**src/rtl/vga_timing_pkg.sv**
```systemverilog
// Shared VGA timing presets, the registered sync-flag bundle and the
// elaboration-time legality check used by the timing generator.
package vga_timing_pkg;

  localparam int unsigned VGA640_H_ACTIVE = 640;
  localparam int unsigned VGA640_H_FP     = 16;
  localparam int unsigned VGA640_H_SYNC   = 96;
  localparam int unsigned VGA640_H_BP     = 48;
  localparam int unsigned VGA640_V_ACTIVE = 480;
  localparam int unsigned VGA640_V_FP     = 10;
  localparam int unsigned VGA640_V_SYNC   = 2;
  localparam int unsigned VGA640_V_BP     = 33;

  localparam int unsigned VGA800_H_ACTIVE = 800;
  localparam int unsigned VGA800_H_FP     = 40;
  localparam int unsigned VGA800_H_SYNC   = 128;
  localparam int unsigned VGA800_H_BP     = 88;
  localparam int unsigned VGA800_V_ACTIVE = 600;
  localparam int unsigned VGA800_V_FP     = 1;
  localparam int unsigned VGA800_V_SYNC   = 4;
  localparam int unsigned VGA800_V_BP     = 23;

  typedef struct packed {
    logic hsync;
    logic vsync;
    logic video_on;
    logic line_start;
    logic frame_start;
  } sync_flags_t;

  // Both totals must fit the coordinate width, no interval may be empty,
  // and the divider only supports 1..16 clocks per pixel.
  function automatic bit timing_legal(input int unsigned cw, ha, hf, hs, hb,
                                      va, vf, vs, vb, clkDiv);
    longint unsigned hTotal;
    longint unsigned vTotal;
    longint unsigned limit;
    hTotal = 64'(ha) + 64'(hf) + 64'(hs) + 64'(hb);
    vTotal = 64'(va) + 64'(vf) + 64'(vs) + 64'(vb);
    limit  = 64'd1 << cw;
    return (cw != 0) && (cw < 32) && (hTotal <= limit) && (vTotal <= limit) &&
           (ha != 0) && (hf != 0) && (hs != 0) && (hb != 0) &&
           (va != 0) && (vf != 0) && (vs != 0) && (vb != 0) &&
           (clkDiv >= 1) && (clkDiv <= 16);
  endfunction

endpackage

```
**src/rtl/clk_en_div.sv**
```systemverilog
// Pixel clock-enable divider: one tick per CLK_DIV clocks while enabled.
module clk_en_div #(
  parameter int unsigned CLK_DIV = 4
) (
  input  logic clk,
  input  logic reset,
  input  logic en,
  output logic tick
);

  localparam logic [3:0] CNT_LAST = 4'(CLK_DIV - 1);

  if ((CLK_DIV < 1) || (CLK_DIV > 16)) begin : g_bad_div
    $error("clk_en_div: CLK_DIV must be within 1..16");
  end

  logic [3:0] cnt_q;
  logic [3:0] cnt_d;

  // Gating with reset keeps tick low through reset even when CLK_DIV is 1.
  assign tick = en && !reset && (cnt_q == CNT_LAST);

  always_comb begin
    cnt_d = cnt_q;
    if (en) begin
      cnt_d = (cnt_q == CNT_LAST) ? 4'd0 : cnt_q + 4'd1;
    end
  end

  always_ff @(posedge clk) begin
    if (reset) begin
      cnt_q <= 4'd0;
    end else begin
      cnt_q <= cnt_d;
    end
  end

endmodule

```
**src/rtl/vga_timing_gen.sv**
```systemverilog
// VGA timing generator: pixel/line counters plus registered sync, blanking
// and coordinate outputs, all aligned one clock after the counter state.
module vga_timing_gen
  import vga_timing_pkg::*;
#(
  parameter int unsigned H_ACTIVE = VGA640_H_ACTIVE,
  parameter int unsigned H_FP     = VGA640_H_FP,
  parameter int unsigned H_SYNC   = VGA640_H_SYNC,
  parameter int unsigned H_BP     = VGA640_H_BP,
  parameter int unsigned V_ACTIVE = VGA640_V_ACTIVE,
  parameter int unsigned V_FP     = VGA640_V_FP,
  parameter int unsigned V_SYNC   = VGA640_V_SYNC,
  parameter int unsigned V_BP     = VGA640_V_BP,
  parameter bit          H_POL    = 1'b0,
  parameter bit          V_POL    = 1'b0,
  parameter int unsigned CLK_DIV  = 4,
  parameter int unsigned CW       = 11
) (
  input  logic          clk,
  input  logic          reset,
  input  logic          en,
  output logic          hsync,
  output logic          vsync,
  output logic          video_on,
  output logic          tick,
  output logic [CW-1:0] pixelx,
  output logic [CW-1:0] pixely,
  output logic          line_start,
  output logic          frame_start
);

  localparam int unsigned H_TOTAL = H_ACTIVE + H_FP + H_SYNC + H_BP;
  localparam int unsigned V_TOTAL = V_ACTIVE + V_FP + V_SYNC + V_BP;

  localparam logic [CW-1:0] H_LAST       = CW'(H_TOTAL - 1);
  localparam logic [CW-1:0] V_LAST       = CW'(V_TOTAL - 1);
  localparam logic [CW-1:0] H_ACT        = CW'(H_ACTIVE);
  localparam logic [CW-1:0] V_ACT        = CW'(V_ACTIVE);
  localparam logic [CW-1:0] H_SYNC_FIRST = CW'(H_ACTIVE + H_FP);
  localparam logic [CW-1:0] H_SYNC_LAST  = CW'(H_ACTIVE + H_FP + H_SYNC - 1);
  localparam logic [CW-1:0] V_SYNC_FIRST = CW'(V_ACTIVE + V_FP);
  localparam logic [CW-1:0] V_SYNC_LAST  = CW'(V_ACTIVE + V_FP + V_SYNC - 1);

  if (!timing_legal(CW, H_ACTIVE, H_FP, H_SYNC, H_BP,
                    V_ACTIVE, V_FP, V_SYNC, V_BP, CLK_DIV)) begin : g_bad_params
    $error("vga_timing_gen: illegal timing parameter set");
  end

  logic        divTick;
  logic [CW-1:0] hCnt_q, hCnt_d;
  logic [CW-1:0] vCnt_q, vCnt_d;
  logic [CW-1:0] pixelx_q, pixely_q;
  sync_flags_t flags_q, flags_d;

  clk_en_div #(
    .CLK_DIV(CLK_DIV)
  ) u_div (
    .clk  (clk),
    .reset(reset),
    .en   (en),
    .tick (divTick)
  );

  // A horizontal wrap carries into the vertical counter on the same tick.
  always_comb begin
    hCnt_d = hCnt_q;
    vCnt_d = vCnt_q;
    if (divTick) begin
      if (hCnt_q == H_LAST) begin
        hCnt_d = '0;
        vCnt_d = (vCnt_q == V_LAST) ? '0 : vCnt_q + 1'b1;
      end else begin
        hCnt_d = hCnt_q + 1'b1;
      end
    end
  end

  // Flags decode the current counters so they land with the coordinates.
  always_comb begin
    flags_d.hsync       = ((hCnt_q >= H_SYNC_FIRST) && (hCnt_q <= H_SYNC_LAST)) ? H_POL : ~H_POL;
    flags_d.vsync       = ((vCnt_q >= V_SYNC_FIRST) && (vCnt_q <= V_SYNC_LAST)) ? V_POL : ~V_POL;
    flags_d.video_on    = (hCnt_q < H_ACT) && (vCnt_q < V_ACT);
    flags_d.line_start  = (hCnt_q == '0) && (pixelx_q != '0);
    flags_d.frame_start = (hCnt_q == '0) && (pixelx_q != '0) && (vCnt_q == '0);
  end

  always_ff @(posedge clk) begin
    if (reset) begin
      hCnt_q   <= '0;
      vCnt_q   <= '0;
      pixelx_q <= '0;
      pixely_q <= '0;
      flags_q  <= '{hsync: ~H_POL, vsync: ~V_POL, video_on: 1'b1,
                    line_start: 1'b0, frame_start: 1'b0};
    end else if (en) begin
      hCnt_q   <= hCnt_d;
      vCnt_q   <= vCnt_d;
      pixelx_q <= hCnt_q;
      pixely_q <= vCnt_q;
      flags_q  <= flags_d;
    end else begin
      flags_q.line_start  <= 1'b0;
      flags_q.frame_start <= 1'b0;
    end
  end

  assign tick        = divTick;
  assign pixelx      = pixelx_q;
  assign pixely      = pixely_q;
  assign hsync       = flags_q.hsync;
  assign vsync       = flags_q.vsync;
  assign video_on    = flags_q.video_on;
  assign line_start  = flags_q.line_start;
  assign frame_start = flags_q.frame_start;

endmodule

```
**config.mk**
```make
export PLATFORM = sky130hd
export DESIGN_NAME = vga_timing_gen
export DESIGN_NICKNAME = d
export VERILOG_FILES = /design/src/rtl/vga_timing_pkg.sv /design/src/rtl/clk_en_div.sv /design/src/rtl/vga_timing_gen.sv
export SDC_FILE = /design/constraint.sdc
export NUM_CORES = 1
export LEC_CHECK = 0
export BUFFER_PORTS_ARGS = -buffer_cell sky130_fd_sc_hd__buf_2
export CAP_MARGIN = 20
export CORE_MARGIN = 4
export CORE_UTILIZATION = 40
export DETAILED_ROUTE_END_ITERATION = 10
export HOLD_SLACK_MARGIN = 0.15
export SLEW_MARGIN = 20
export SYNTH_ARGS = -nofsm -noshare
export SYNTH_HDL_FRONTEND = slang
export SYNTH_HIERARCHICAL = 1
export SYNTH_SLANG_ARGS = --single-unit
```
**constraint.sdc**
```tcl
create_clock -name clk -period 2.23 [get_ports clk]
set_clock_uncertainty 0.05 [all_clocks]
set_input_delay 0.223 -clock clk [delete_from_list [all_inputs] [get_ports clk]]
set_output_delay 0.223 -clock clk [all_outputs]
set_load 0.005 [all_outputs]
```
* Yosys cells after proc, flatten, opt, wreduce, memory -nomap -nowiden
Cells that the tools add are included.
** Operators by class
- $add $sub $neg :: 3
- Multipliers :: 0
- Divide/modulo/power cells :: 0
- Order comparisons :: 6
- Equality and inequality tests :: 3
- Shift operators :: 0
- Muxes and demuxes :: 5
- Bitwise operators :: 1
- Reductions and logical operators :: 14
** Operators by type and width (count)
- adder 11 x 1 -> 11 bit (second input constant) :: 2
- equality test 11 x 10 -> 1 bit (second input constant) :: 2
- zero test 11 bit :: 2
- 2-to-1 mux 11 bit :: 2
- greater-or-equal comparator 11 x 10 -> 1 bit (second input constant) :: 1
- greater-or-equal comparator 11 x 9 -> 1 bit (second input constant) :: 1
- <= comparator 11 x 10 -> 1 bit (second input constant) :: 1
- <= comparator 11 x 9 -> 1 bit (second input constant) :: 1
- < comparator 11 x 10 -> 1 bit (second input constant) :: 1
- < comparator 11 x 9 -> 1 bit (second input constant) :: 1
- nonzero test 11 bit :: 1
- logical AND 1 bit :: 7
- adder 4 x 1 -> 4 bit (second input constant) :: 1
- equality test 4 x 2 -> 1 bit (second input constant) :: 1
- 2-to-1 mux 4 bit :: 1
- AND reduction 3 bit :: 1
- 2-to-1 mux 1 bit :: 2
- AND reduction 2 bit :: 1
- OR reduction 2 bit :: 1
- zero test 1 bit :: 1
- inverter 1 bit :: 1
** Storage, ports and cells
- Flip-flop bits (word level) :: 53
- Bits in latches :: 0
- RAM bits :: 0
- Bits in read-only memories :: 0
- Input port bits :: 3
- Output and inout port bits :: 28
- Logic and storage cells :: 42
- Memories kept :: 0

* Longest topological paths before layout
- Depth in word-level cells :: 4
- Depth in mapped cells :: 9

* By module
Netlist, hierarchy kept.
** Modules (own cells, without submodules)
- vga_timing_gen :: instances 1, cells each 247, area an instance 2274.7 µm², sequential area each 980.9 µm²
- clk_en_div :: instances 1, cells each 18, area an instance 201.4 µm², sequential area each 80.1 µm²

* Worst setup path after synthesis
No wires, ideal clock.
- Path kind :: register to register
- Start :: reg u_div.cnt_q[0]
- End :: reg vCnt_q[9]
- Setup time :: 0.132 ns
- Data arrival time :: 1.851 ns
- Setup slack :: 0.197 ns
- Cell stages (with the launch flop) :: 10
- Period minus slack after synthesis :: 2.033 ns
- Path through :: dfxtp_1 > ha_1 > and4bb_2 > and2b_1 > and2_1 > buf_4 > nand4_2 > buf_2 > o41ai_1 > a21oi_1
** Between the ends
- Longest elaborated chain between the ends :: 3
** RTL lines
- from (decl) :: line clk_en_div.sv:17 : logic [3:0] cnt_q;
- from (signal assigned) :: line clk_en_div.sv:34 : cnt_q <= cnt_d;
- equality test 4 x 2 -> 1 bit :: line clk_en_div.sv:21 : assign tick = en && !reset && (cnt_q == CNT_LAST);
- logical AND 1 bit :: line clk_en_div.sv:21
- via tick :: line vga_timing_gen.sv:25 : output logic tick,
- AND reduction 3 bit (no line)
- to (signal assigned) :: line vga_timing_gen.sv:97 : vCnt_q <= vCnt_d;
- to (decl) :: line vga_timing_gen.sv:51 : logic [CW-1:0] vCnt_q, vCnt_d;
The timed path passes the listed nets, and every way through them passes these cells.
A chain may end at the register's enable or synchronous reset.

* Worst setup path after layout
- Start :: reg u_div.cnt_q[0]
- End :: reg vCnt_q[7]
** Between the ends
- Longest elaborated chain between the ends :: 3
** RTL lines (line)
- equality test 4 x 2 -> 1 bit :: clk_en_div.sv:21
- logical AND 1 bit :: clk_en_div.sv:21
- AND reduction 3 bit (no line)
No other way between the ends.

==> results.txt <==
----------------------------------------------------
[Place]
  HPWL after detailed placement ... ~4000 um
  Number of port buffers ... 30
  Gpl congestion ... about 0.8

[Floorplanning]
  Die X-Extent ... between 80 and 90 um
  I/O pins ... 31
  Chip Height ... just under 90 um
  DIE AREA ... around 0.0075 mm^2
  Floorplan row count ... 28
  Initial Util ... about two fifths
  Area inside the core boundary ... approximately 0.0060 mm^2

[Yosys]
  Flops & latches, synth ... 53
  Ys async rst share ... 0%
  Register area share after synthesis ... a little over two fifths
  Post-synthesis share of cell area spent on and, or, nand and nor gates ... around a quarter
  Net count after synthesis ... 274
  XOR/XNOR Fraction of Synth Area ... under 10%
  Dominant synthesized flop cell ... dfxtp_1
  Number of warnings printed during yosys synthesis ... 6
  Count of distinct cell types in the synthesized netlist ... 51
  Largest family of logic cells by synthesized area ... simple AND/OR/NAND/NOR gates
  Fraction of the mapped netlist area in compound gates ... under 10%
  Average size of a mapped cell ... approximately 9.3 um^2
  Post-Syn Area ... ~0.0025 mm^2
  Cells after synthesis ... 265
  Number of flops mapped to enable cells by yosys ... 0
  Fraction of the mapped netlist area in adder cells ... between 3 and 4%
  Multiplexer area fraction after synthesis ... about a tenth

[Global route]
  Overflow left after global routing ... 0
  Overall fraction of global-route tracks in use ... ~16%
  Global-route wire length before repair ... approximately 9400 um
  Maximum number of pins on one net before global-route repair ... 39
  Number of antenna violations at the first check in global routing ... 0
  Number of global-route vias before repair ... 1913

[Timing]
  Maximum clock frequency ... ~470 MHz
  Count of final setup violators ... 0
  Max-slew headroom at the worst pin ... just over 70%
  Setup repair after global routing missed its margin ... true
  Max-slew violation count ... 0
  Hold Vio Cnt, Final ... 0
  Final TNS setup ... 0 ns
  Transition at the pin with the smallest max-transition slack ... 0.415 ns
  Min Clock Period, post-route ... 2.15 ns
  Share of the cycle needed by the critical path after routing ... slightly below 100%

[Cells and area]
  Most frequent standard cell in the layout excluding fill and tap cells ... dfxtp_1
  Final antenna diode count ... 0
  Number of nets at the end of the flow ... 303
  Area used by multi-input combinational logic ... ~0.0013 mm^2
  Highest-count cells in the layout ignoring fill and taps ... 51 x dfxtp_1, 35 x nor2_1, 30 x buf_2, 23 x mux2i_1, 15 x a21oi_1
  FILL cells ... a little over 600
  Register area ... between 0.001 and 0.0015 mm^2
  Fraction of layout instances using a drive strength above 1 ... approximately a fifth
  Signed area change from the synthesized netlist to the final layout ... 13.2%

[Outcome]
  Result of the run ... complete, no violations

[Worst setup path]
  Worst setup path startpoint ... u_div/cnt_q[0]
  Type of element launching the critical path ... flip-flop
  Crit path arrival time ... 2.33 ns
  Critical path required time ... roughly 2.4 ns
  Launch point of the worst reg-to-reg path ... u_div/cnt_q[0]
  Worst Setup End Kind ... flip-flop
  Crit Path Category ... flip-flop to flip-flop
  Maximum fanout along the worst path ... 9

[Clock tree]
  Number of buffers inserted by hold repair at cts ... 0
  Worst-Skew Late Latency ... 0.30 ns
  Count of clock tree sinks ... between 50 and 60
  Buffers from clock root to sink, at most ... 2
  H-tree depth ... 2
  Cts bufs inserted ... 5
  Buffer cell driving the clock tree root ... clkbuf_8
  # Post-CTS Setup Buffers ... 0
  TritonCTS clock tree ... done
  Gates resized, CTS repair ... 0
  Clock Pin Slew Worst Setup and Hold Paths ... around 0.09 ns

[Detailed routing]
  Final routed wirelength across all metal layers ... about 5500 um
  Wirelength per Cell ... 14.8 um
  Starting DRC count in detailed routing ... 124
  Number of iterations in the first detailed-routing pass ... 4
  Total vias in the final route ... just over 2000
  Detailed-route vias per instance ... between 5 and 6
  Remaining antenna violation count after routing ... 0
  Number of remaining DRC errors ... 0

[Pwr]
  Power density of the placed cells ... between 500 and 600 mW/mm^2
  Static Leak ... around 1.2 nW
  Total Power Consumption ... ~1.6 mW
  Peak supply drop ... ~0.27 mV

[Job]
  Max-Cap Viols ... 0

[Min path]
  HP Class ... input pin to flip-flop
  Beginning of the worst hold path ... en

----------------------------------------------------
==> cell families (layout without fill, tap and decap cells) <==
kind of cell | Yosys count | after routing
AND/OR/NAND/NOR | 110 | 110
flip-flops | 53 | 53
multiplexers | 24 | 24
XOR/XNOR | 9 | 9
AO/OA/AOI/OAI | 36 | 36
adder cells (fa/ha/maj) | 6 | 6
buffers and inverters | 27 | 57
==> worst max-delay path, cell delays in order (launching register included) <==
cell      delay [ns]
dfxtp_2         0.37
ha_1            0.19
and4bb_2        0.24
and2b_1         0.14
and2_1          0.16
nand4_2         0.22
or4_1           0.56
a21oi_1         0.15
==> Yosys cell counts, types with 2 or more instances <==
master / n / share of area [%]
or4_1: 4 / 1.2
nor4_1: 4 / 1.0
and3_1: 2 / 0.51
a21oi_1: 15 / 3.0
and2_1: 5 / 1.3
and4b_1: 2 / 0.81
dfxtp_1: 53 / 43
mux2i_1: 23 / 9.3
nor3_1: 4 / 0.81
nand4b_1: 2 / 0.71
a31o_2: 2 / 0.71
o31ai_1: 4 / 1.2
buf_4: 2 / 0.61
xor2_1: 7 / 2.5
nand4_2: 3 / 1.5
nand3_1: 13 / 2.6
nor2b_1: 4 / 1.0
a311o_1: 2 / 0.81
xnor2_1: 2 / 0.71
buf_2: 7 / 1.4
or3_1: 2 / 0.51
and4_1: 4 / 1.4
nand2_1: 8 / 1.2
clkbuf_1: 7 / 1.1
inv_1: 9 / 1.4
nor4b_1: 2 / 0.71
o21ai_0: 3 / 0.61
nand4_1: 8 / 2.0
nor2_1: 35 / 5.3
ha_1: 6 / 3.0
==> layout make-up <==
cell class,count,share of cell area [%]
multi-input cells,185,46.4
flip-flops and latches,53,37.9
repair buffers,40,8.03
well taps,75,3.35
clock buffers,5,2.45
inverters,9,1.20
clock inverters,3,0.625
==> path summary, 6_finish.rpt <==
check / endpoint / slack, ns / cells after the start
setup / recovery: vCnt_q[7] / 0.08 / 7
hold / removal: u_div/cnt_q[0] / 0.29 / 3
setup reg to reg: vCnt_q[7] / 0.08 / 7
hold reg to reg: pixely[8] / 0.44 / 2
==> through the flow <==
stage                     hold slack (ns)  setup WS [ns]  instances  utilization (%)  cell area [um^2]
after global routing                0.301        -0.0277        370             47.1              2800
final                               0.295         0.0830        370             47.1              2800
after floorplan                     0.242          0.197        265                -              2480
after detailed placement            0.427         0.0552        362             45.4              2700
after global placement              0.417          0.132        362             45.4              2700
after CTS                           0.295         0.0298        370             46.8              2790
==> report_power, final <==
group	switching, mW	total [mW]	internal, mW	leakage (nW)
registers	0.00459	0.957	0.952	0.428
logic	0.0390	0.0656	0.0266	0.702
clock network	0.320	0.538	0.218	0.0439
total	0.364	1.56	1.20	1.17
==> sequential cells by signal, summed over array words and instances (netlist names) <==
name         count
vsync            1
hCnt_q          11
video_on         1
pixelx          11
pixely          11
hsync            1
frame_start      1
vCnt_q          11
u_div/cnt_q      4
line_start       1
==> layer usage <==
layer / share of wire, % / vias up / GRT usage, %
met5: 0 / - / 0
met4: 1.0 / 0 / 3.82
met3: 3.9 / 6 / 3.42
met2: 46 / 53 / 26.1
met1: 49 / 957 / 20.7
li1: - / 1016 / -
Power figures use the tool's default switching activity.
